===== src/rtl/cache_pkg.sv =====
// Shared types for the direct-mapped write-back cache controller.
// Holds the request opcode, bus widths, word typedefs, FSM states and
// the stored line layout.
package cache_pkg;

    localparam int unsigned ADDR_WIDTH = 6;
    localparam int unsigned DATA_WIDTH = 8;

    typedef logic [ADDR_WIDTH-1:0] UbitAddr;
    typedef logic [DATA_WIDTH-1:0] UbitData;

    typedef enum logic [1:0] {
        Op_INVALID = 2'd0,
        Op_READ    = 2'd1,
        Op_WRITE   = 2'd2
    } Op;

    typedef enum logic [1:0] {
        S_READY     = 2'd0,
        S_WRITEBACK = 2'd1,
        S_FILL_REQ  = 2'd2,
        S_FILL_WAIT = 2'd3
    } state_e;

    // The tag is stored together with its index bits so a victim's full
    // word address can be driven straight onto the memory bus.
    typedef struct packed {
        logic    valid;
        logic    dirty;
        UbitAddr line_addr;
        UbitData data;
    } line_t;

endpackage


===== src/rtl/cache_line_array.sv =====
// Line storage (valid, dirty, tag, data) for the cache controller.
// Ports:
//   clk, rst            - clock, async active-low clear of every line
//   rd_idx / rd_line_c  - combinational read port
//   wr_en/wr_idx/wr_line- synchronous write port
module cache_line_array
    import cache_pkg::*;
#(
    parameter int unsigned INDEX_WIDTH = 3
) (
    input  logic                   clk,
    input  logic                   rst,
    input  logic [INDEX_WIDTH-1:0] rd_idx,
    output line_t                  rd_line_c,
    input  logic                   wr_en,
    input  logic [INDEX_WIDTH-1:0] wr_idx,
    input  line_t                  wr_line
);

    localparam int unsigned NUM_LINES = 1 << INDEX_WIDTH;

    line_t lines [NUM_LINES];

    // Storage with clear-all on reset.
    always_ff @(posedge clk or negedge rst) begin
        if (!rst) begin
            for (int unsigned i = 0; i < NUM_LINES; i++) begin
                lines[i] <= '0;
            end
        end else if (wr_en) begin
            lines[wr_idx] <= wr_line;
        end
    end

    assign rd_line_c = lines[rd_idx];

endmodule


===== src/rtl/cache_ctrl.sv =====
// Direct-mapped, write-back, write-allocate cache controller with one-word lines.
// Ports:
//   clk, rst                         - clock, async active-low reset
//   rx_req_op/addr/data, rx_req_rdy  - processor request (accepted when rdy)
//   rx_rsp_vld, rx_rsp_data          - one-cycle read response
//   tx_req_op/addr/data              - request to the memory stage
//   tx_rsp_vld, tx_rsp_data          - memory read response
module cache_ctrl
    import cache_pkg::*;
#(
    parameter int unsigned INDEX_WIDTH = 3
) (
    input  logic                  clk,
    input  logic                  rst,
    input  Op                     rx_req_op,
    input  logic [ADDR_WIDTH-1:0] rx_req_addr,
    input  logic [DATA_WIDTH-1:0] rx_req_data,
    output logic                  rx_req_rdy,
    output logic                  rx_rsp_vld,
    output logic [DATA_WIDTH-1:0] rx_rsp_data,
    output Op                     tx_req_op,
    output logic [ADDR_WIDTH-1:0] tx_req_addr,
    output logic [DATA_WIDTH-1:0] tx_req_data,
    input  logic                  tx_rsp_vld,
    input  logic [DATA_WIDTH-1:0] tx_rsp_data
);

    localparam int unsigned TAG_WIDTH = ADDR_WIDTH - INDEX_WIDTH;

    state_e state_q, state_d;

    // Request captured at acceptance and used for the rest of a miss.
    Op       req_op_q,   req_op_d;
    UbitAddr req_addr_q, req_addr_d;
    UbitData req_data_q, req_data_d;

    logic    rdy_d;
    logic    rsp_vld_d;
    UbitData rsp_data_d;
    Op       tx_op_d;
    UbitAddr tx_addr_d;
    UbitData tx_data_d;

    line_t rd_line_c;
    logic  wr_en_c;
    line_t wr_line_c;

    logic accept_c;
    logic hit_c;
    logic victim_dirty_c;

    cache_line_array #(
        .INDEX_WIDTH(INDEX_WIDTH)
    ) u_lines (
        .clk      (clk),
        .rst      (rst),
        .rd_idx   (rx_req_addr[INDEX_WIDTH-1:0]),
        .rd_line_c(rd_line_c),
        .wr_en    (wr_en_c),
        .wr_idx   (req_or_in_idx()),
        .wr_line  (wr_line_c)
    );

    // Writes in READY are write hits at the incoming index; fills use the held one.
    function automatic logic [INDEX_WIDTH-1:0] req_or_in_idx();
        return (state_q == S_READY) ? rx_req_addr[INDEX_WIDTH-1:0]
                                    : req_addr_q[INDEX_WIDTH-1:0];
    endfunction

    assign accept_c       = rx_req_rdy && (rx_req_op != Op_INVALID);
    assign hit_c          = rd_line_c.valid &&
                            (rd_line_c.line_addr[ADDR_WIDTH-1 -: TAG_WIDTH] ==
                             rx_req_addr[ADDR_WIDTH-1 -: TAG_WIDTH]);
    assign victim_dirty_c = rd_line_c.valid && rd_line_c.dirty;

    // State register.
    always_ff @(posedge clk or negedge rst) begin
        if (!rst) begin
            state_q <= S_READY;
        end else begin
            state_q <= state_d;
        end
    end

    // Next-state logic.
    always_comb begin
        state_d = state_q;
        case (state_q)
            S_READY: begin
                if (accept_c && !hit_c) begin
                    state_d = victim_dirty_c ? S_WRITEBACK : S_FILL_REQ;
                end
            end
            S_WRITEBACK: state_d = S_FILL_REQ;
            S_FILL_REQ:  state_d = S_FILL_WAIT;
            S_FILL_WAIT: begin
                if (tx_rsp_vld) begin
                    state_d = S_READY;
                end
            end
            default:     state_d = S_READY;
        endcase
    end

    // Output logic: next values of the registered outputs plus the array write port.
    always_comb begin
        rdy_d      = (state_d == S_READY);
        rsp_vld_d  = 1'b0;
        rsp_data_d = rx_rsp_data;
        tx_op_d    = Op_INVALID;
        tx_addr_d  = tx_req_addr;
        tx_data_d  = tx_req_data;
        req_op_d   = req_op_q;
        req_addr_d = req_addr_q;
        req_data_d = req_data_q;
        wr_en_c    = 1'b0;
        wr_line_c  = '0;

        case (state_q)
            S_READY: begin
                if (accept_c) begin
                    req_op_d   = rx_req_op;
                    req_addr_d = rx_req_addr;
                    req_data_d = rx_req_data;
                    if (hit_c) begin
                        if (rx_req_op == Op_READ) begin
                            rsp_vld_d  = 1'b1;
                            rsp_data_d = rd_line_c.data;
                        end else begin
                            wr_en_c             = 1'b1;
                            wr_line_c.valid     = 1'b1;
                            wr_line_c.dirty     = 1'b1;
                            wr_line_c.line_addr = rx_req_addr;
                            wr_line_c.data      = rx_req_data;
                        end
                    end else if (victim_dirty_c) begin
                        tx_op_d   = Op_WRITE;
                        tx_addr_d = rd_line_c.line_addr;
                        tx_data_d = rd_line_c.data;
                    end else begin
                        tx_op_d   = Op_READ;
                        tx_addr_d = rx_req_addr;
                    end
                end
            end
            S_WRITEBACK: begin
                tx_op_d   = Op_READ;
                tx_addr_d = req_addr_q;
            end
            S_FILL_REQ: begin
            end
            S_FILL_WAIT: begin
                if (tx_rsp_vld) begin
                    wr_en_c             = 1'b1;
                    wr_line_c.valid     = 1'b1;
                    wr_line_c.line_addr = req_addr_q;
                    if (req_op_q == Op_WRITE) begin
                        wr_line_c.dirty = 1'b1;
                        wr_line_c.data  = req_data_q;
                    end else begin
                        wr_line_c.dirty = 1'b0;
                        wr_line_c.data  = tx_rsp_data;
                        rsp_vld_d       = 1'b1;
                        rsp_data_d      = tx_rsp_data;
                    end
                end
            end
            default: begin
            end
        endcase
    end

    // Output and request registers.
    always_ff @(posedge clk or negedge rst) begin
        if (!rst) begin
            rx_req_rdy  <= 1'b0;
            rx_rsp_vld  <= 1'b0;
            rx_rsp_data <= '0;
            tx_req_op   <= Op_INVALID;
            tx_req_addr <= '0;
            tx_req_data <= '0;
            req_op_q    <= Op_INVALID;
            req_addr_q  <= '0;
            req_data_q  <= '0;
        end else begin
            rx_req_rdy  <= rdy_d;
            rx_rsp_vld  <= rsp_vld_d;
            rx_rsp_data <= rsp_data_d;
            tx_req_op   <= tx_op_d;
            tx_req_addr <= tx_addr_d;
            tx_req_data <= tx_data_d;
            req_op_q    <= req_op_d;
            req_addr_q  <= req_addr_d;
            req_data_q  <= req_data_d;
        end
    end

endmodule


===== config.mk =====
export PLATFORM = sky130hd
export DESIGN_NAME = cache_ctrl
export DESIGN_NICKNAME = d
export VERILOG_FILES = /design/src/rtl/cache_pkg.sv /design/src/rtl/cache_line_array.sv /design/src/rtl/cache_ctrl.sv
export SDC_FILE = /design/constraint.sdc
export NUM_CORES = 1
export LEC_CHECK = 0
export CORE_UTILIZATION = 35
export CTS_CLUSTER_DIAMETER = 150
export DETAILED_ROUTE_END_ITERATION = 10
export SLEW_MARGIN = 10
export SYNTH_ARGS = -nofsm -noshare
export SYNTH_HDL_FRONTEND = slang
export SYNTH_SLANG_ARGS = --single-unit

===== constraint.sdc =====
create_clock -name clk -period 3.7 [get_ports clk]
set_clock_uncertainty 0.1 [all_clocks]
set_input_delay 0.37 -clock clk [delete_from_list [all_inputs] [get_ports clk]]
set_output_delay 0.37 -clock clk [all_outputs]
set_load 0.05 [all_outputs]

==> results of run 1 <==
-- sequential cells by signal, indices dropped and copies added, names as in the netlist --
name / flops
tx_req_addr: 6
rx_req_rdy: 1
req_data_q: 8
rx_rsp_data: 8
req_addr_q: 6
tx_req_op: 2
state_q: 2
rx_rsp_vld: 1
u_lines.lines: 128
req_op_q: 2
tx_req_data: 8
-- cells by family after synthesis --
| kind of cell | after synthesis | synth area share |
|---|---|---|
| flip-flops | 172 | 0.430 |
| XOR/XNOR | 1 | 0.000875 |
| multiplexers | 109 | 0.157 |
| AND/OR/NAND/NOR | 364 | 0.151 |
| buffers and inverters | 121 | 0.0565 |
| adder cells (fa/ha/maj) | 4 | 0.00500 |
| AO/OA/AOI/OAI | 291 | 0.199 |
-- cell type report --
cell class	count	area [sq um]
Timing Repair Buffer	109	1030
Tap cell	378	473
Fill cell	2749	16300
Inverter	12	45.0
Clock buffer	17	425
Multi-Input combinational cell	769	5210
Clock inverter	15	180
Sequential cell	172	4300
-- metrics by stage --
stage | power [mW] | area, sq um
4_1_cts | 9.24 | 11700
6_report | 9.27 | 11700
2_1_floorplan | 6.12 | 10000
5_1_grt | 9.80 | 11700
3_5_place_dp | 7.39 | 11100
3_3_place_gp | 7.31 | 11100
-- synth_stat cells (all sizes together), types with 2 or more instances --
library cell	number	share of area
mux2i	20	0.021
a21oi	53	0.027
o21ai	11	0.0059
and3	2	0.0013
inv	12	0.0045
dfrtp	172	0.43
a32oi	4	0.0035
a2bb2oi	2	0.0018
clkbuf	61	0.023
a21o	9	0.0068
nor2	115	0.043
nor2b	3	0.0019
nor3	51	0.026
buf	48	0.029
nand2b	3	0.0019
or2	2	0.0013
nand2	159	0.060
mux4	27	0.061
a31oi	81	0.052
ha	4	0.0050
nand3b	5	0.0038
mux2	62	0.075
nand3	18	0.0090
a211oi	33	0.025
a22oi	57	0.043
o211ai	8	0.0060
and2	3	0.0019
o22ai	2	0.0013
a311oi	23	0.020
-- power breakdown --
part | switching (mW) | internal, mW | leakage [nW]
Combinational | 2.50 | 1.77 | 2.30
Sequential | 0.481 | 2.67 | 2.19
Clock | 0.883 | 0.966 | 0.288
-- worst max-delay path, cell delays in order --
cell	delay, ps
clkdlybuf4s50_1	710
mux4_2	580
mux2i_4	300
nor2_1	110
and3_4	290
buf_12	220
nand2_1	380
a31oi_1	150
-- routing by layer --
layer | part of all wire | routed length (microns) | global-route usage
met5 | 0 | 0 | 0
met4 | 0.033 | 1070 | 0.0943
met3 | 0.083 | 2690 | 0.0500
met2 | 0.45 | 14600 | 0.346
met1 | 0.44 | 14200 | 0.318
-- path summary, 6_finish.rpt --
path | startpoint | to | slack (ps)
max in group asynchronous | rst | u_lines.lines[120]$_DFFE_PN0P_ | 2100
setup / recovery | rx_req_addr[2] | u_lines.lines[8]$_DFFE_PN0P_ | 750
setup reg to reg | u_lines.lines[43]$_DFFE_PN0P_ | u_lines.lines[97]$_DFFE_PN0P_ | 890
hold / removal | u_lines.lines[15]$_DFFE_PN0P_ | u_lines.lines[15]$_DFFE_PN0P_ | 360
hold reg to reg | u_lines.lines[15]$_DFFE_PN0P_ | u_lines.lines[15]$_DFFE_PN0P_ | 360
min in group asynchronous | rst | tx_req_data[2]$_DFFE_PN0P_ | 510
==> flow_summary.ini, run 1 <==
[placed_design]
dp.cells = 1439
dp_slack_ps = 370
globalplace.congestion = 0.873
io_buffers = 52
dp_hpwl_mm = 20.9

[routing]
first_pass_iters = 5
postRouteAntennaNets = 0
vias = 8776
initialDrtViolationCount = 1115
drt-total-wl_mm = 32.6
remaining_drc_errors = 0
wire_per_inst_microns = 22.1
viasPerCell = 5.96

[clock_network]
cts_post_setup_buffers_inserted = 0
htree_levels = 4
clk_latency_ps = 440
cts_root_buf = clkbuf_16
post_cts_resized = 0
cts-buffers-inserted = 17
clockBufferDepth = 2
clock_sink_count = 172
clk_pin_slew_ps = 70
cts_hold_buf = 1
cts_tree = yes

[setup_path]
timing_worst_setup_path_type = in2reg
crit_arrival_ps = 3140
crit_path_max_fanout = 54
endpoint_kind = flop
reg2regPathDepth = 7
required_ps = 3890
startpoint_type = input port

[synth]
synth_cells = 1062
avgSynthCellArea_sq_um = 9.42
ys_seq_area_frac = 0.430
synth_warnings = 0
ys_ff_latch = 172
syn_area_sq_um = 10000
ys_async_sr_fraction = 1.00
synthFlopType = dfrtp_1
ys_types = 53
synth_edf_count = 0
syn-num-nets = 1093

[timing]
timing.hold.ws_ps = 363
slew_headroom = 0.378
setup_viol = 0
post-route-min-period_ps = 2950
rsz0062_at_grt = false
worst_pin_slew_ps = 933
fin_crit_sh = 0.798
worst_slack_ps = 748
fmax_ghz = 0.339
slew_viol_final = 0
finalHoldViolations = 0
setup_tns_ps = 0

[hold_path]
hold_class = reg2reg
whs_path_depth = 1

[flow_run]
maxCapViolCount = 0

[floorplanning]
die_area_sq_um = 29300
die_h_microns = 171
rows = 61
ioPinCount = 53
core-area_sq_um = 27900
die_w_microns = 171
start_util = 0.358

[layout]
nets = 1112
drive_gt1_frac = 0.186
layout.cells.most_common_list = 172 x dfrtp_1, 159 x nand2_1, 107 x nor2_1, 80 x a31oi_1, 57 x a22oi_1
stdcell_count = 1472
syn_to_final_growth_pct = 16.6
n_antenna_cell = 0
final_util = 0.418
layout_commonest_cell = dfrtp_1

[grt]
antenna_found_initial = 1
grt_pass1_wl_mm = 50.9
gr-total-overflow = 0
grt_max_degree = 96
grt_util_all_layers = 0.230
grt_pass1_vias = 8567

[run_status]
status = finished clean

[power_and_ir_drop]
ir_worst_vdd_uv = 315
leakage_nw = 4.78
power_density_nw_per_um2 = 794
(Power assumes the default switching activity.)
==> run 2, diff against run 1 <==
==> constraint.sdc (replaced) <==
create_clock -name clk -period 2.49 [get_ports clk]
set_clock_uncertainty 0.1 [all_clocks]
set_input_delay 0.249 -clock clk [delete_from_list [all_inputs] [get_ports clk]]
set_output_delay 0.249 -clock clk [all_outputs]
set_load 0.05 [all_outputs]
==> flow_summary.ini, run 2 (synthesized netlist as in run 1, its figures left out) <==
[run_status]
status = finished clean

[routing]
first_pass_iters = 6
routed-wl-met2_mm = 15.6
viasPerCell = 5.88
m1WireLength_mm = 14.7
drt-total-wl_mm = 33.9
postRouteAntennaNets = 0
initialDrtViolationCount = 1014
met3WireLength_mm = 2.77
wire_per_inst_microns = 21.5
top_layer = met4
vias = 9267
remaining_drc_errors = 0

[placed_design]
dp_hpwl_mm = 22.9
globalplace.congestion = 0.875
dp.cells = 1535
dp_slack_ps = -486
io_buffers = 52
placed_cell_area_sq_um = 12000

[clock_network]
clock_sink_count = 172
htree_levels = 4
cts-buffers-inserted = 17
clockBufferDepth = 2
cts_tree = yes
clk_latency_ps = 440
cts_root_buf = clkbuf_16
clk_pin_slew_ps = 70

[timing]
worst_slack_ps = 38.5
setup_tns_ps = 0
slew_viol_final = 0
post-route-min-period_ps = 2450
setup_viol = 0
finalHoldViolations = 0
fmax_ghz = 0.408
worst_pin_slew_ps = 692
fin_crit_sh = 0.985
slew_headroom = 0.537
rsz0062_at_grt = true

[layout]
finalInstanceArea_sq_um = 12700
drive_gt1_frac = 0.264
n_antenna_cell = 0
regMostFlops = u_lines.lines
layout.cells.most_common_list = 172 x dfrtp_1, 159 x nand2_1, 134 x buf_4, 107 x nor2_1, 80 x a31oi_1
layout_commonest_cell = dfrtp_1
stdcell_count = 1575
syn_to_final_growth_pct = 27.1
fill_cells = 2638
largest_reg_flops = 128
nets = 1215

[grt]
grt_pass1_wl_mm = 52.3
grt_pass1_vias = 8724
grt_max_degree = 61
gr-total-overflow = 0
grt_util_all_layers = 0.236
antenna_found_initial = 0

[floorplanning]
die_h_microns = 171
ioPinCount = 53
die_w_microns = 171
core-area_sq_um = 27900
die_area_sq_um = 29300
start_util = 0.358
rows = 61

[setup_path]
crit_arrival_ps = 2690
required_ps = 2730
crit_chain = mux2i_1 -> mux4_2 -> xor2_2 -> and3_4 -> buf_12 -> nand3_1 -> buf_4 -> a211oi_1
cpMaxStageDelayCell = mux4_2
crit_path_max_fanout = 15
startpoint_type = flop
endpoint_kind = flop
cp_slowest_stage_delay_ps = 540
timing_worst_setup_path_type = reg2reg

[power_and_ir_drop]
power_density_nw_per_um2 = 1140
leakage_nw = 5.36
ir_worst_vdd_uv = 525

[flow_run]
maxCapViolCount = 0

[hold_path]
hold_class = in2async
## run 2: layout make-up
type                       instances  area [sq um]  area share
multi-input combinational        769          5290       0.416
sequential                       172          4300       0.339
timing repair buffer             212          2010       0.158
tap                              378           473      0.0372
clock buffer                      18           439      0.0345
clock inverter                    14           149      0.0117
inverter                          12          45.0     0.00354
## run 2: final timing paths
path                                                from                              to  slack (ps)  depth (start not counted)
hold / removal                                       rst      rx_rsp_data[3]$_DFFE_PN0P_         230                          2
max in group asynchronous                            rst       req_addr_q[3]$_DFFE_PN0P_        1260                          3
setup / recovery           u_lines.lines[43]$_DFFE_PN0P_  u_lines.lines[109]$_DFFE_PN0P_          40                          8
min in group clk           u_lines.lines[15]$_DFFE_PN0P_   u_lines.lines[15]$_DFFE_PN0P_         350                          1
hold reg to reg            u_lines.lines[15]$_DFFE_PN0P_   u_lines.lines[15]$_DFFE_PN0P_         350                          1
setup reg to reg           u_lines.lines[43]$_DFFE_PN0P_  u_lines.lines[109]$_DFFE_PN0P_          40                          8
## run 2: per-stage QoR
stage	hold WS [ps]	util	total power, mW
5_1_grt	305	0.455	15.2
3_3_place_gp	180	0.428	11.4
4_1_cts	284	0.451	14.3
2_1_floorplan	-147	-	9.09
6_report	234	0.455	14.5
3_5_place_dp	179	0.428	11.6
## run 2: worst max-delay path: cells and delay by family, from the launching register on
kind	cells	cell delay (ps)
AOI/OAI and AO/OA	1	220
xor gates and xnor gates	1	170
buffers and inverters	2	400
DFF	1	360
muxes	2	660
and+or+nand+nor	2	440
## run 2: power breakdown
group | total [mW] | switching, mW | internal, mW
Combinational | 7.12 | 3.93 | 3.19
Sequential | 4.65 | 0.687 | 3.96
Clock | 2.70 | 1.26 | 1.44
Total | 14.5 | 5.88 | 8.60
## run 2: per-layer routing
| layer | global-route usage | up-vias |
|---|---|---|
| met3 | 0.0349 | 69 |
| met5 | 0 | - |
| met2 | 0.359 | 466 |
| met4 | 0.0862 | 0 |
| li1 | - | 4158 |
| met1 | 0.339 | 4574 |
## run 2: repair_timing
| item | in CTS | in global routing |
|---|---|---|
| gates resized for setup | 4 | 12 |
| setup buffers | 4 | 3 |
| gates cloned | 0 | 0 |
| pin swaps | 1 | 2 |
| endpoints found under the hold margin | 57 | 0 |
| setup endpoints to repair | 63 | 123 |
| hold buffers | 1 | 0 |
==> run 3, diff against run 2 <==
--- a/config.mk
+++ b/config.mk
@@ -8,6 +8,7 @@
 export CORE_UTILIZATION = 35
 export CTS_CLUSTER_DIAMETER = 150
 export DETAILED_ROUTE_END_ITERATION = 10
+export GPL_ROUTABILITY_DRIVEN = 0
 export SLEW_MARGIN = 10
 export SYNTH_ARGS = -nofsm -noshare
 export SYNTH_HDL_FRONTEND = slang
==> constraint.sdc (replaced) <==
create_clock -name clk -period 2.49 [get_ports clk]
set_clock_uncertainty 0.1 [all_clocks]
set_input_delay 0.498 -clock clk [delete_from_list [all_inputs] [get_ports clk]]
set_output_delay 0.498 -clock clk [all_outputs]
set_load 0.05 [all_outputs]
==> flow_summary.ini, run 3 (synthesized netlist as in run 1, its figures left out) <==
[layout]
largest_reg_flops = 128
syn_to_final_growth_pct = 31.8
nets = 1225
layout_commonest_cell = dfrtp_1
seq_area_sq_um = 4300
stdcell_count = 1585
n_antenna_cell = 0
final_util = 0.472
layout.cells.most_common_list = 172 x dfrtp_1, 159 x nand2_1, 124 x buf_4, 106 x nor2_1, 80 x a31oi_1
fill_cells = 2569
multi_input_area_sq_um = 5460
finalInstanceArea_sq_um = 13200
regMostFlops = u_lines.lines
drive_gt1_frac = 0.291

[floorplanning]
rows = 61
core-area_sq_um = 27900
die_area_sq_um = 29300
start_util = 0.358
ioPinCount = 53
die_h_microns = 171
die_w_microns = 171

[grt]
grt_pass1_wl_mm = 54.3
grt_pass1_vias = 9186
antenna_found_initial = 1
grt_max_degree = 68
grt_util_all_layers = 0.244
gr-total-overflow = 0

[placed_design]
io_buffers = 52
dp_hpwl_mm = 22.9
placed_cell_area_sq_um = 12100
dp.cells = 1535

[power_and_ir_drop]
power_density_nw_per_um2 = 1160
leakage_nw = 5.54
power_mw = 15.3
ir_worst_vdd_uv = 537

[run_status]
violations = negative setup slack
status = complete, but fails checks

[setup_path]
required_ps = 2730
worst_r2r_endpoint = tx_req_data[7]$_DFFE_PN0P_
r2r_setup_slack_ps = -100
cp_slowest_stage_delay_ps = 600
timing_worst_setup_path_type = reg2reg
crit_arrival_ps = 2830
reg2reg_from = u_lines.lines[11]$_DFFE_PN0P_
startpoint_type = flop
reg2regPathDepth = 8
crit_path_max_fanout = 11
endpoint_kind = flop
crit_chain = mux2i_1 -> mux4_2 -> xor2_4 -> and3_4 -> buf_4 -> a211o_1 -> buf_12 -> mux2_4
cpMaxStageDelayCell = mux4_2

[timing]
fin_crit_sh = 1.04
fmax_ghz = 0.386
post-route-min-period_ps = 2590
slew_viol_final = 0
worst_pin_slew_ps = 699
worst_slack_ps = -101
slew_headroom = 0.532
rsz0062_at_grt = true
setup_tns_ps = -1210
finalHoldViolations = 0
setup_viol = 23

[clock_network]
clk_latency_ps = 450
cts-buffers-inserted = 17
clock_sink_count = 172
cts_root_buf = clkbuf_16
cts_tree = yes
clk_pin_slew_ps = 80
htree_levels = 4
clockBufferDepth = 2

[routing]
first_pass_iters = 5
viasPerCell = 5.97
wire_per_inst_microns = 22.1
vias = 9465
remaining_drc_errors = 0
drt-total-wl_mm = 35.1
postRouteAntennaNets = 0
initialDrtViolationCount = 1217

[hold_path]
whs_endpoint = u_lines.lines[95]$_DFFE_PN0P_
whs_path_depth = 1
min-delay-start = u_lines.lines[95]$_DFFE_PN0P_
hold_class = reg2reg

[flow_run]
maxCapViolCount = 0
run 3: cell types whose count changed in the layout (fill, tap and decap cells not counted), sizes merged:
cell | previous run | this run
and3 | 2 | 3
bufinv | 1 | 0
bufbuf | 0 | 1
clkbuf | 18 | 21
inv | 20 | 17
dlymetal6s2s | 1 | 0
buf | 162 | 167
clkinvlp | 4 | 2
clkinv | 1 | 8
run 3: cell type report:
class | count | share of cell area
Clock inverter | 15 | 0.0132
Timing Repair Buffer | 221 | 0.175
Sequential cell | 172 | 0.326
Inverter | 12 | 0.00342
Tap cell | 378 | 0.0359
Multi-Input combinational cell | 770 | 0.414
Clock buffer | 17 | 0.0323
run 3: worst max-delay path: cells and delay by family, from the launching register on:
kind / cells / cell delay (ps)
multiplexers: 3 / 990
AND/OR/NAND/NOR: 1 / 200
XOR/XNOR: 1 / 210
flip-flops: 1 / 370
AO/OA/AOI/OAI: 1 / 290
buffers and inverters: 2 / 300
run 3: power by group:
part           internal [mW]  switching [mW]  total [mW]
combinational           3.66            4.20        7.85
sequential              3.96           0.739        4.70
clock                   1.35            1.36        2.71
run 3: through the flow:
step | setup WS [ps] | hold WS, ps
2_1_floorplan | -51.8 | 102
3_3_place_gp | -621 | 337
3_5_place_dp | -625 | 334
4_1_cts | -7.42 | 359
5_1_grt | -114 | 385
6_report | -101 | 362
run 3: timing repair:
| item | 4_1_cts | 5_1_grt |
|---|---|---|
| buffers inserted | 3 | 5 |
| hold buffers | 1 | 0 |
| gates cloned | 2 | 7 |
| endpoints found under the setup margin | 128 | 117 |
| gates resized for setup | 18 | 42 |
| hold endpoints to repair | 32 | 0 |
| pin swaps | 2 | 4 |
run 3: worst max path at each step:
| stage | slack, ps | to | startpoint |
|---|---|---|---|
| floorplan | -50 | tx_req_addr[0]$_DFFE_PN0P_ | rx_req_addr[0] |
| global placement | -620 | u_lines.lines[20]$_DFFE_PN0P_ | rx_req_addr[2] |
| detailed placement | -620 | u_lines.lines[29]$_DFFE_PN0P_ | rx_req_addr[2] |
| CTS | -7 | u_lines.lines[97]$_DFFE_PN0P_ | u_lines.lines[11]$_DFFE_PN0P_ |
| global route | -110 | tx_req_data[7]$_DFFE_PN0P_ | u_lines.lines[11]$_DFFE_PN0P_ |
| finish | -100 | tx_req_data[7]$_DFFE_PN0P_ | u_lines.lines[11]$_DFFE_PN0P_ |
run 3: metal layers:
metal,share of wire,up-vias,track usage,wire length [microns]
met3,0.085,60,0.0433,2970
met1,0.43,4760,0.350,15200
met2,0.46,469,0.367,16100
met5,0.00037,-,0,13
met4,0.022,2,0.0839,757
li1,-,4174,-,-
==> RTL edit 1 (config.mk and constraints of run 3) <==
Re-encode `state_e` (4 states) as one-hot, 4 bits wide.
--- a/src/rtl/cache_pkg.sv
+++ b/src/rtl/cache_pkg.sv
@@ -15,11 +15,11 @@
         Op_WRITE   = 2'd2
     } Op;
 
-    typedef enum logic [1:0] {
-        S_READY     = 2'd0,
-        S_WRITEBACK = 2'd1,
-        S_FILL_REQ  = 2'd2,
-        S_FILL_WAIT = 2'd3
+    typedef enum logic [3:0] {
+        S_READY     = 4'b0001,
+        S_WRITEBACK = 4'b0010,
+        S_FILL_REQ  = 4'b0100,
+        S_FILL_WAIT = 4'b1000
     } state_e;
 
     // The tag is stored together with its index bits so a victim's full
Check against the original RTL: no difference found for any inputs over 4 cycles, from zero or initial values and one cycle with rst low; so few cycles prove little.
==> RTL edit 1 against run 3 <==
  * The flow still finishes with violations (setup timing)
  * Via count fell by 39%
  * Global-route usage shrank 4.9 points
  * Synthesized area decreased by 15%
  * Wire length fell by 33%
  * Worst setup slack worse by 6.4 ps
  * Design area down 12%
  * Sequential cell count grew 2
Power is not compared: it rests on default switching activity, and its combinational part moved more than twofold at a synthesized area within 25%.
==> RTL edit 1: results (changes against run 3) <==
root buf cell sky130_fd_sc_hd__clkbuf_16; CTS clk-pin slew, worst paths ~70 ps; WL/cell 21.20 um (-4.2%); final setup margin -107.0 ps (-6.385 ps); count of instances resized after the clock tree is built 86 (+68); count of cell types in the netlist 60 (+13%); worst slack at placement -902.8 ps (-278.2 ps); register area share after synthesis 0.5146 (+0.08447); pin count of the biggest net entering global routing 56 (-18%); per-cell via count in the routed design 5.210 (-13%); Min Hold Slack 374.5 ps (+12.80 ps); Global Route Usage Sum 0.1949 (-0.04871); failing checks setup timing; Post-Syn Area per Cell 13.76 um2 (+46%); ratio of cells with drive above 1 in the final layout 0.5019 (+0.2111); Cell Area, Placed 0.01005 mm2 (-17%); number of cells in the design after placement 1,040 (-32%); most common library cells after synthesis 173 x sky130_fd_sc_hd__dfrtp_1, 87 x sky130_fd_sc_hd__mux2_2, 31 x sky130_fd_sc_hd__mux2_1; Crit Path Max Fanout 8 (-3); via count of the first global-routing pass 6,130 (-33%); r2r startpoint state_q[0]; primary flip-flop cell chosen by synthesis mapping sky130_fd_sc_hd__dfrtp_1; worst rel slew slack 0.6378 (+0.1057); detailed placer's ending HPWL 15,560 um (-32%); number of cells on the worst reg-to-reg path 9 (+1); Top Family by Delay on Critical Path buffers and inverters; number of antenna violations at the first check in global routing 0 (-1); final net count 811 (-34%); leakage ~5.5 nW; final cell count without fillers 1,116 (-30%); FFs w/ async S/R, synth 1.000 (unchanged); destination of the worst hold path u_lines.lines[89]; First-pass DRT Iterations 4 (-1); number of buffers inserted to repair setup after CTS 26 (+23); Synth Net Count 642 (-41%); most area-consuming cells after synthesis sky130_fd_sc_hd__dfrtp_1 51%, sky130_fd_sc_hd__mux2_2 12%, sky130_fd_sc_hd__mux4_2 6.9%; Worst path max stage delay 530 ps (-70 ps); # setup viols final 86 (+270%); hold buffer count at CTS 1 (unchanged); hold path startpoint u_lines.lines[89]; terminus of the critical flop-to-flop path u_lines.lines[32]; net switching share of the total power 0.3363; Clock Latency Late Sink 440 ps; # fillers 2,004 (-22%); status finished with violations; drt initial violations 384 (-68%); most flop-heavy register u_lines.lines; first-pass GRT wire length 35,820 um (-34%); type of the setup path with the least slack flip-flop to flip-flop; slowest cell on the critical path sky130_fd_sc_hd__dfstp_2; final total negative setup slack -3539 ps (-2325 ps)
-- RTL edit 1: changes by cell type after synthesis, moves of 41 or more --
cell                       delta
sky130_fd_sc_hd__mux2_2      +41
sky130_fd_sc_hd__nor3_1      -50
sky130_fd_sc_hd__a22oi_1     -57
sky130_fd_sc_hd__clkbuf_1    -53
sky130_fd_sc_hd__a31oi_1     -76
sky130_fd_sc_hd__a21oi_1     -46
sky130_fd_sc_hd__nor2_1      -97
sky130_fd_sc_hd__nand2_1    -132
-- RTL edit 1: layout make-up --
type / count / area [um2] / area share
Multi-Input combinational cell: 388 / 4369 / 0.3752
Sequential cell: 174 / 4355 / 0.3741
Timing Repair Buffer: 183 / 1814 / 0.1558
Clock buffer: 17 / 425.4 / 0.03654
Tap cell: 319 / 399.1 / 0.03428
Clock inverter: 15 / 202.7 / 0.01741
Inverter: 20 / 77.57 / 0.006662
-- RTL edit 1: metal layers --
layer	GRT usage	share of wire	up-vias
met1	0.2612	0.45	3080
met2	0.3205	0.50	115
met3	0.02808	0.037	16
met4	0.07074	0.010	0
li1	-	-	2603
met5	0	0	-
-- RTL edit 1: power by group through the flow --
| stage | clock (W) | sequential [W] | combinational (W) |
|---|---|---|---|
| floorplan | 0 | 0.00381 | 0.00120 |
| global placement | 0 | 0.00346 | 0.00250 |
| detailed placement | 0 | 0.00348 | 0.00254 |
| CTS | 0.00291 | 0.00344 | 0.00279 |
| global route | 0.00301 | 0.00349 | 0.00318 |
| finish | 0.00285 | 0.00345 | 0.00300 |
-- RTL edit 1: cells by family after synthesis --
kind of cell,after synthesis,synth area share
DFF,174,0.5146
buffers and inverters,53,0.03356
muxes,180,0.2723
and+or+nand+nor,124,0.07983
xor gates and xnor gates,2,0.002958
AOI/OAI and AO/OA,82,0.09669
==> RTL edit 2 (flow settings as in run 3) <==
Made on the original files. The package constant `ADDR_WIDTH` goes from 6 to 8.
--- a/src/rtl/cache_pkg.sv
+++ b/src/rtl/cache_pkg.sv
@@ -3,7 +3,7 @@
 // the stored line layout.
 package cache_pkg;
 
-    localparam int unsigned ADDR_WIDTH = 6;
+    localparam int unsigned ADDR_WIDTH = 8;
     localparam int unsigned DATA_WIDTH = 8;
 
     typedef logic [ADDR_WIDTH-1:0] UbitAddr;
Ports: changed (resized rx_req_addr and tx_req_addr); port bits go from 53 to 57. The function was not compared with the original's and may differ.
==> RTL edit 2 against run 3 <==
  * The flow still finishes with violations (setup timing)
  * Design area shrank 4.1%
  * Wire length is 30% lower
  * Hold slack better by 0.57 ps
  * Synthesized area fell by 4.5%
  * Via count is 35% lower
  * Worst setup slack improved by 23 ps
  * Sequential cell count is 20 higher
  * Maximum frequency rose by 0.88%
  * Critical path type unchanged
  * Critical endpoint is now u_lines.lines[135]
  * Highest routed layer is now met4
Power is not compared: it rests on default switching activity, and its combinational part moved more than twofold at a synthesized area within 25%.
==> RTL edit 2: results (changes against run 3) <==
most flop-heavy register u_lines.lines; Clock Latency Late Sink approximately 440 ps; number of antenna violations at the first check in global routing 0 (-1); hold path startpoint u_lines.lines[71]; most common library cells after synthesis 192 x sky130_fd_sc_hd__dfrtp_1, 97 x sky130_fd_sc_hd__mux2_2, 86 x sky130_fd_sc_hd__mux2i_1; slew at the pin with the worst max-slew slack 637.8 ps (-61.45 ps); met1 WL 11,710 um (-23%); Yosys Warn Count 0 (unchanged); highest routing layer actually used met4; via count of the first global-routing pass 6,442 (-30%); final setup margin -77.92 ps (+22.67 ps); CTS clk-pin slew, worst paths 70 ps; Global Route Usage Sum 0.1792 (-0.06442); # fillers 2,381 (-7.3%); input/output buffers 56 (+7.7%); worst slack at placement -1022 ps (-397.1 ps); Reg area 0.004805 mm2 (+12%); ratio of cells with drive above 1 in the final layout 0.4248 (+0.1340); status finished with violations; overall routed net length 24,710 um (-30%); Synth Net Count 731 (-33%); number of cells on the worst reg-to-reg path 9 (+1); H-Tree Depth 4 (unchanged); Cell Area, Placed 0.01122 mm2 (-7.0%); final net count 885 (-28%); routed wire length on met3 698 um (-76%); final total negative setup slack -3765 ps (-2551 ps); destination of the worst hold path u_lines.lines[71]; leakage approximately 6 nW; register area share after synthesis 0.5027 (+0.07259); First-pass DRT Iterations 4 (-1); proportion of synthesized area in mux cells 0.3226 (+0.1659); primary flip-flop cell chosen by synthesis mapping sky130_fd_sc_hd__dfrtp_1; most area-consuming cells after synthesis sky130_fd_sc_hd__dfrtp_1 50%, sky130_fd_sc_hd__mux2_2 11%, sky130_fd_sc_hd__mux2i_1 9.0%; Crit Path Max Fanout 9 (-2); metal2 WL 11,850 um (-26%); xor and xnor fraction of the mapped netlist area 0.001833 (+0.0009576); number of pins with negative max-slew slack in the final report 0 (unchanged); detailed placer's ending HPWL 16,440 um (-28%); number of vias in the routed layout 6,110 (-35%); worst path arrival time 2790 ps (-40 ps); terminus of the critical flop-to-flop path u_lines.lines[135]; Min Hold Slack 362.3 ps (+0.5740 ps); worst supply voltage drop on vdd around 0.00064 V; count of cell types in the netlist 50 (-5.7%); # setup viols final 97 (+320%); Min-Delay Path Depth 1 (unchanged); pin count of the biggest net entering global routing 62 (-8.8%); r2r startpoint u_lines.lines[67]; failing checks setup timing; first-pass GRT wire length 38,040 um (-30%); drt initial violations 308 (-75%); share of the synthesized area in compound gates (AO/OA/AOI/OAI) 0.06991 (-0.1294); worst min-delay path category flip-flop to flip-flop; share of synthesized cell area in full adder, half adder and majority cells 0.005237 (+0.0002351); Max Root-Sink Buffers 2 (unchanged); flip-flop count of the largest register after layout 144 (+13%)
RTL edit 2: per-stage QoR:
step                power (W)  std cells
floorplan            0.006456        698
global placement     0.007791       1157
detailed placement   0.007846       1157
CTS                   0.01084       1193
global route          0.01151       1205
finish                0.01098       1205
RTL edit 2: kinds of logic (layout without fill, tap and decap cells):
family                   after synthesis  count (layout)
AND/OR/NAND/NOR                       67              67
multiplexers                         246             246
XOR/XNOR                               2               2
flip-flops                           192             192
adder cells (fa/ha/maj)                4               4
buffers and inverters                101             267
AO/OA/AOI/OAI                         86              86
RTL edit 2: repair_timing:
action	in CTS	in global routing
setup buffers	4	12
gates resized for setup	37	113
hold endpoints to repair	45	0
endpoints found under the setup margin	174	160
hold buffers	1	0
cloned	0	2
pin swaps	4	13
RTL edit 2: worst max-delay path by stage:
stage | to | slack [ps] | cells after the start
after global routing | tx_req_addr[6] | -170 | 10
after CTS | u_lines.lines[98] | -70 | 8
after detailed placement | u_lines.lines[98] | -1020 | 10
after floorplan | u_lines.lines[10] | -300 | 12
final | u_lines.lines[135] | -80 | 9
after global placement | u_lines.lines[99] | -940 | 10
RTL edit 2: cell type report:
class / count / area share
Sequential cell: 192 / 0.3801
Inverter: 58 / 0.01722
Timing Repair Buffer: 178 / 0.1451
Clock inverter: 14 / 0.01366
Multi-Input combinational cell: 405 / 0.3765
Clock buffer: 17 / 0.03365
Tap cell: 341 / 0.03375
RTL edit 2: routing by layer:
layer	vias up	track usage
li1	2819	-
met1	3161	0.2416
met2	106	0.2971
met3	24	0.02836
met4	0	0.05425
met5	-	0
RTL edit 2: where the power goes:
part	switching [W]	total, W	internal (W)
registers	0.000436	0.00423	0.00379
logic	0.00214	0.00390	0.00177
clock network	0.00133	0.00285	0.00152
total	0.00391	0.0110	0.00708
RTL edit 2: critical path, cell delays in order, from the launching register on:
cell	delay (ps)
sky130_fd_sc_hd__dfrtp_1	420
sky130_fd_sc_hd__mux2i_4	210
sky130_fd_sc_hd__a22oi_2	140
sky130_fd_sc_hd__and3_4	190
sky130_fd_sc_hd__nor4b_4	290
sky130_fd_sc_hd__and4_4	270
sky130_fd_sc_hd__buf_6	140
sky130_fd_sc_hd__o211a_4	200
sky130_fd_sc_hd__buf_12	160
sky130_fd_sc_hd__mux2_2	340
